[src/rtl/shot_clock_monitor.sv]
// Shot-clock consumer: buzzer, low-time warning LED,
// per-team violation counters and leader tracking.
module shot_clock_monitor #(
  parameter int BUZZ_SECS = 3,
  parameter int WARN_AT   = 5
) (
  input  logic       clk_1Hz,
  input  logic       rst,
  input  logic [5:0] shot_clock,
  input  logic       team_a_poss,
  input  logic       team_b_poss,
  input  logic [7:0] score_a,
  input  logic [7:0] score_b,
  output logic       buzzer,
  output logic       warn_led,
  output logic [3:0] viol_a,
  output logic [3:0] viol_b,
  output logic       poss_owner,
  output logic [1:0] lead,
  output logic [2:0] state
);

  typedef enum logic [2:0] {
    IDLE = 3'd0,
    RUN  = 3'd1,
    WARN = 3'd2,
    BUZZ = 3'd3,
    HOLD = 3'd4
  } st_t;

  localparam logic [5:0] WARN_V = 6'(WARN_AT);
  localparam logic [2:0] BUZZ_V = 3'(BUZZ_SECS);

  st_t        st;
  logic [2:0] buzz_cnt;
  logic       any_poss;
  logic       at_zero;
  logic       low_time;

  assign any_poss = team_a_poss | team_b_poss;
  assign at_zero  = (shot_clock == 6'd0);
  assign low_time = (shot_clock <= WARN_V);
  assign state    = st;

  function automatic logic [3:0] sat_inc(
    input logic [3:0] v
  );
    return (v == 4'd15) ? v : v + 4'd1;
  endfunction

  always_ff @(posedge clk_1Hz or posedge rst) begin
    if (rst) begin
      st         <= IDLE;
      buzz_cnt   <= 3'd0;
      buzzer     <= 1'b0;
      warn_led   <= 1'b0;
      viol_a     <= 4'd0;
      viol_b     <= 4'd0;
      poss_owner <= 1'b0;
      lead       <= 2'b00;
    end else begin
      unique case (1'b1)
        (score_a > score_b): lead <= 2'b01;
        (score_a < score_b): lead <= 2'b10;
        default:             lead <= 2'b00;
      endcase

      unique case (st)
        IDLE: begin
          if (any_poss) begin
            st         <= RUN;
            poss_owner <= ~team_a_poss;
          end
        end

        RUN, WARN: begin
          if (!any_poss) begin
            st       <= IDLE;
            warn_led <= 1'b0;
          end else if (at_zero) begin
            st       <= BUZZ;
            buzzer   <= 1'b1;
            warn_led <= 1'b0;
            buzz_cnt <= 3'd1;
            if (poss_owner)
              viol_b <= sat_inc(viol_b);
            else
              viol_a <= sat_inc(viol_a);
          end else if (low_time) begin
            st <= WARN;
            // LED lights on entry, then blinks
            warn_led <= (st == WARN) ? ~warn_led : 1'b1;
          end else begin
            st       <= RUN;
            warn_led <= 1'b0;
          end
        end

        BUZZ: begin
          if (buzz_cnt == BUZZ_V) begin
            st       <= HOLD;
            buzzer   <= 1'b0;
            buzz_cnt <= 3'd0;
          end else begin
            buzz_cnt <= buzz_cnt + 3'd1;
          end
        end

        HOLD: begin
          if (!any_poss) begin
            st <= IDLE;
          end else if (!at_zero) begin
            st         <= RUN;
            poss_owner <= ~team_a_poss;
          end
        end

        default: begin
          st       <= IDLE;
          buzzer   <= 1'b0;
          warn_led <= 1'b0;
          buzz_cnt <= 3'd0;
        end
      endcase
    end
  end

endmodule

[config.mk]
export PLATFORM = sky130hd
export DESIGN_NAME = shot_clock_monitor
export DESIGN_NICKNAME = d
export VERILOG_FILES = /design/src/rtl/shot_clock_monitor.sv
export SDC_FILE = /design/constraint.sdc
export NUM_CORES = 1
export LEC_CHECK = 0
export CAP_MARGIN = 30
export CELL_PAD_IN_SITES_DETAIL_PLACEMENT = 0
export CELL_PAD_IN_SITES_GLOBAL_PLACEMENT = 1
export CORE_MARGIN = 5
export CORE_UTILIZATION = 30
export CTS_BUF_LIST = sky130_fd_sc_hd__clkbuf_16
export DETAILED_ROUTE_END_ITERATION = 7
export PLACE_DENSITY = 0.82
export SYNTH_ARGS = -nofsm -noshare
export SYNTH_HDL_FRONTEND = slang
export SYNTH_SLANG_ARGS = --single-unit
[constraint.sdc]
create_clock -name clk_1Hz -period 1.6 [get_ports clk_1Hz]
set_input_delay 0.32 -clock clk_1Hz [delete_from_list [all_inputs] [get_ports clk_1Hz]]
set_output_delay 0.32 -clock clk_1Hz [all_outputs]
set_load 0.03 [all_outputs]
# Word level (Yosys, flattened, before mapping)
# Index checks and enable logic that the tools add are counted.
# word_totals
reg_bits,19
inputBits,26
output_inout_bits,16
elab_cells,73
# op_classes
n_addsub,3
n_lt_le_gt_ge,3
n_eq_ne,14
n_mux,26
n_bitwise,7
reduce_logical,12
# op_table
operator,n
two-way mux 3 bit,7
"inequality test 2 bit, second input constant",6
case mux 3 bit (4 select lines),1
two-way mux 1 bit,10
AND reduction 5 bit,2
"equality test 3 x 2 -> 1 bit, second input constant",3
case mux 3 bit (3 select lines),1
"adder 4 x 1 -> 4 bit, second input constant",2
"equality test 4 bit, second input constant",2
greater-than comparator 8 bit,1
< comparator 8 bit,1
AND reduction 4 bit,2
"less-or-equal comparator 6 x 3 -> 1 bit, second input constant",1
zero test 6 bit,1
two-way mux 2 bit,3
inverter 1 bit,6
AND reduction 3 bit,2
case mux 1 bit (2 select lines),2
case mux 2 bit (2 select lines),1
OR reduction 2 bit,2
"adder 3 x 1 -> 3 bit, second input constant",1
"equality test 3 x 1 -> 1 bit, second input constant",1
"equality test 3 bit, second input constant",1
zero test 3 bit,1
other kinds (5),5

# Depth between registers and ports, before layout
# logic_depth
depth_word,6
mapped_depth,6
ltp_nobuf,6

# Worst setup path before layout
# No wires, ideal clock.
# synth_path
path_kind,flip-flop to flip-flop
start,"register st[0], in the netlist state[0]"
end,register viol_b[1]
setup_time_ns,0.125
arrival_time_ns,1.651
t_required_ns,1.475
setup_slack_ns,-0.176
path_stages_with_launch,6
n_path_buf,1
synth_period_minus_slack_ns,1.776
cell_sequence,dfrtp_1 > buf_4 > nor2b_1 > o2111ai_2 > nor2_1 > mux2_2
# synth_between
elab_chain_len,3
word_cells_on_any_way,4
classes_between,2 x eq/ne; 2 x reduce/logical
# synth_rtl
item,line,source
start: declaration,34,st_t st;
start signal: assignment,53,st <= IDLE;
start signal: assignment,71,st <= RUN;
start signal: assignment,78,st <= IDLE;
equality test 3 x 2 -> 1 bit / equality test 3 x 1 -> 1 bit (equally long branches),68,unique case (st)
OR reduction 2 bit (*),68,
AND reduction 5 bit (no line) (*),--,
end signal: assignment,86,viol_b <= sat_inc(viol_b);
end: declaration,17,"output logic [3:0] viol_b,"
# Mark *: on every way between the ends. The rest lies on a longest branch, timed or not.
# A chain may end at the register's enable or synchronous reset.

# Worst setup path in the final report
# layout_path
start,"register st[1], in the netlist state[1]"
end,register viol_a[1]
# layout_between
elab_chain_len,3
word_cells_on_any_way,4
classes_between,2 x eq/ne; 2 x reduce/logical
# layout_rtl
item,line,source
equality test 3 x 2 -> 1 bit / equality test 3 x 1 -> 1 bit (equally long branches),68,
OR reduction 2 bit (*),68,
AND reduction 5 bit (no line) (*),--,
end signal: assignment,88,viol_a <= sat_inc(viol_a);
end: declaration,16,"output logic [3:0] viol_a,"
# Marked as above.

==> results.md <==
* P_sw at 0.863 mW
* CORE AREA at 3970 um^2
* Initial antenna violation count at 0
* Placed Area at 1830 um^2
* Row Count at 23
* RSZ-0062 raised after global routing: no
* Clock tree buffer depth at 2
* Endpoint of the worst hold path: poss_owner$_DFFE_PP0P_
* Post-synthesis sequential area ratio at 38.9%
* Clock Sinks at 19
* Cell count after synthesis at 128
* Hold Path Origin: team_a_poss
* Clock insertion delay at the later pin of the skew report at 0.25 ns
* R2r setup slk at 0.07 ns
* Tightest Hold Check Type: in -> reg
* Remaining Overflow, GRT at 0
* Diode count at 0
* CTS tree: yes
* R2R Path Start: state[1]$_DFFE_PP0P_
* Clock share of power at 23.4%
* Endpoints failing setup at 0
* Synth top area cells: dfrtp_1, ha_1, inv_1, xor2_1, a21oi_1
* Routed Antenna Nets at 0
* Fin. max-slew vios at 0
* Vias in the first global route at 1317
* Gr usage total at 13.6%
* First-pass GRT wire length at 5.75 mm
* Comb pwr share at 45.5%
* Relative slew slack at 74.3%
* Die Wd at 73.8 um
* Flop pwr share at 31.1%
* Internal power at 1.36 mW
* Netlist area before placement at 1220 um^2
* Number of max-cap violations at 0
* Yosys reg bits at 19
* Hold_buf cts at 0
* Fmax at 0.655 GHz
* H-tree levels at 1
* DRC Markers at 0
* Run status: completed
* Setup WS post-layout at 0.0732 ns
* Async set or reset register ratio after synthesis at 100%
* Cell area after layout at 1990 um^2
* Max IR drop VDD at 0.338 mV
* Chip height at 73.8 um
* EDFF count, synth at 0
* Final Util at 50.0%
* Startpoint types: flop
* R2r worst-path depth at 4
* Final WL at 3.32 mm
* Cell type with the largest total area after synthesis: dfrtp_1
* Critical Path AT at 1.67 ns
* CP Capture Type: flop
* Final Hold Vio Count at 0
* Critical path class: reg -> reg
* TritonCTS Buffers at 3
* Die area at 5450 um^2
* Leak pwr at 1.05 nW
* Synth Area per Inst at 9.55 um^2
* Total vias in the final route at 1191
* Final Cycle Share at 95.4%
* # IOs at 42
* DR pass1 iterations at 4
* GP Congestion at 0.863
* Routed WL per cell at 14.0 um
* Port Buffers at 41
* Worst Tran Pin Value at 0.384 ns
* Capturing point of the worst reg2reg path: viol_a[1]$_DFFE_PP0P_
* Layout cells sized above 1 at 25.1%
* Drt via density at 5.03
* Critical path peak fanout at 4
* Top-area cell type share of the netlist area at 38.9%
* Area grow syn2layout at 62.5%
* Synth Net Count at 165
* Ys flop type: dfrtp_1
* Switching share of power at 38.9%
* DP Worst Slack at -0.410 ns
* Hold Path Depth at 2
* Synth unique cells at 40
* Count leader, synth: dfrtp_1
* CP required at 1.74 ns
* DRT iter0 DRCs at 27
* HPWL after detailed placement at 2.64 mm
* Final net count at 225
* Hold WS at 0.365 ns
* Yosys Warn Count at 0
* Layout Skew at 0.00175 ns
* PwrDens at 1120 nW/um^2
* Initial Util at 30.8%
* Post-synth top cells: dfrtp_1, inv_1, ha_1
* Root buf cell: clkbuf_16
* Final worst path period need at 1.53 ns
* Largest net degree at the start of global routing at 20
* Setup TNS at 0 ns
* Clock Pin Slew Worst Setup and Hold Paths at 0.06 ns
## metal layers
| layer | up-vias | share of wire, % | track usage [%] | wire length, um |
|---|---|---|---|---|
| met1 | 565 | 37 | 14.2 | 1220 |
| met3 | 7 | 8.7 | 5.47 | 289 |
| met5 | - | 0 | 0 | 0 |
| met2 | 38 | 53 | 24.7 | 1780 |
| li1 | 581 | - | - | - |
| met4 | 0 | 0.99 | 3.82 | 33 |
## power by group through the flow
stage          Combinational, mW  Clock, mW  Sequential, mW
2_1_floorplan              0.462          0           0.859
3_3_place_gp                1.01          0           0.693
3_5_place_dp                1.04          0           0.700
4_1_cts                     1.01      0.521           0.691
5_1_grt                     1.12      0.547           0.709
6_report                    1.01      0.520           0.691
## what timing repair did
item / CTS / global route
setup endpoints to repair: 23 / 9
cloned: 0 / 0
resized for setup: 32 / 15
setup buffers: 0 / 0
pin swaps: 9 / 4
## logic make-up after synthesis
| logic type | count (synthesis) | synth area share (%) |
|---|---|---|
| and+or+nand+nor | 46 | 22.2 |
| AOI/OAI and AO/OA | 28 | 16.2 |
| DFF | 19 | 38.9 |
| buffers and inverters | 16 | 5.32 |
| adders and majority gates | 11 | 11.3 |
| xor gates and xnor gates | 6 | 4.30 |
| muxes | 2 | 1.84 |
## layout by cell type, fill, tap and decap left out, types with 2 or more instances in the layout
| cell | n |
|---|---|
| a2111oi_0 | 2 |
| a21oi_1 | 7 |
| a31oi_1 | 3 |
| buf_4 | 16 |
| buf_6 | 2 |
| clkbuf_16 | 3 |
| clkdlybuf4s50_1 | 11 |
| dfrtp_1 | 17 |
| dfrtp_2 | 2 |
| dlygate4sd2_1 | 19 |
| dlymetal6s2s_1 | 10 |
| ha_1 | 9 |
| ha_4 | 2 |
| inv_1 | 12 |
| inv_2 | 2 |
| mux2_2 | 2 |
| nand2_1 | 8 |
| nand3_1 | 6 |
| nor2_1 | 5 |
| nor2_2 | 2 |
| nor2b_1 | 2 |
| nor3_1 | 3 |
| nor3_2 | 3 |
| nor3b_1 | 2 |
| o21ai_0 | 2 |
| or3_1 | 2 |
| or3_4 | 2 |
| xor2_1 | 5 |
## critical path: stages, from the launching register on
cell and delay, ns:
dfrtp_2 0.42, nor2b_2 0.18, o2111ai_4 0.28, nand2b_4 0.20, mux2_2 0.33
## state kept, by name, summed over array words and instances (netlist names)
signal      cells
viol_a          4
viol_b          4
buzz_cnt        3
state           3
lead            2
buzzer          1
poss_owner      1
warn_led        1
## per-stage QoR
step / instances / power [mW]
2_1_floorplan: 128 / 1.32
3_3_place_gp: 233 / 1.70
4_1_cts: 237 / 2.22
6_report: 237 / 2.22
3_5_place_dp: 233 / 1.74
5_1_grt: 237 / 2.37
## worst max-delay path by stage
stage,start,to,slack (ns),cells after the start
2_1_floorplan,state[2]$_DFFE_PP0P_,viol_b[1]$_DFFE_PP0P_,-0.01,4
3_3_place_gp,score_b[2],lead[0]$_DFF_PP0_,-0.34,7
3_5_place_dp,score_b[2],lead[0]$_DFF_PP0_,-0.41,7
4_1_cts,score_b[1],lead[0]$_DFF_PP0_,-0.02,7
5_1_grt,state[1]$_DFFE_PP0P_,viol_b[1]$_DFFE_PP0P_,0.02,5
6_report,state[1]$_DFFE_PP0P_,viol_a[1]$_DFFE_PP0P_,0.07,4
## cell type report
type,instances,area (um^2)
Clock inverter,1,3.75
Inverter,13,48.8
Clock buffer,3,75.1
Sequential cell,19,478
Multi-Input combinational cell,93,774
Fill cell,375,1980
Timing Repair Buffer,58,544
Tap cell,50,62.6
Power figures use the tool's default switching activity.
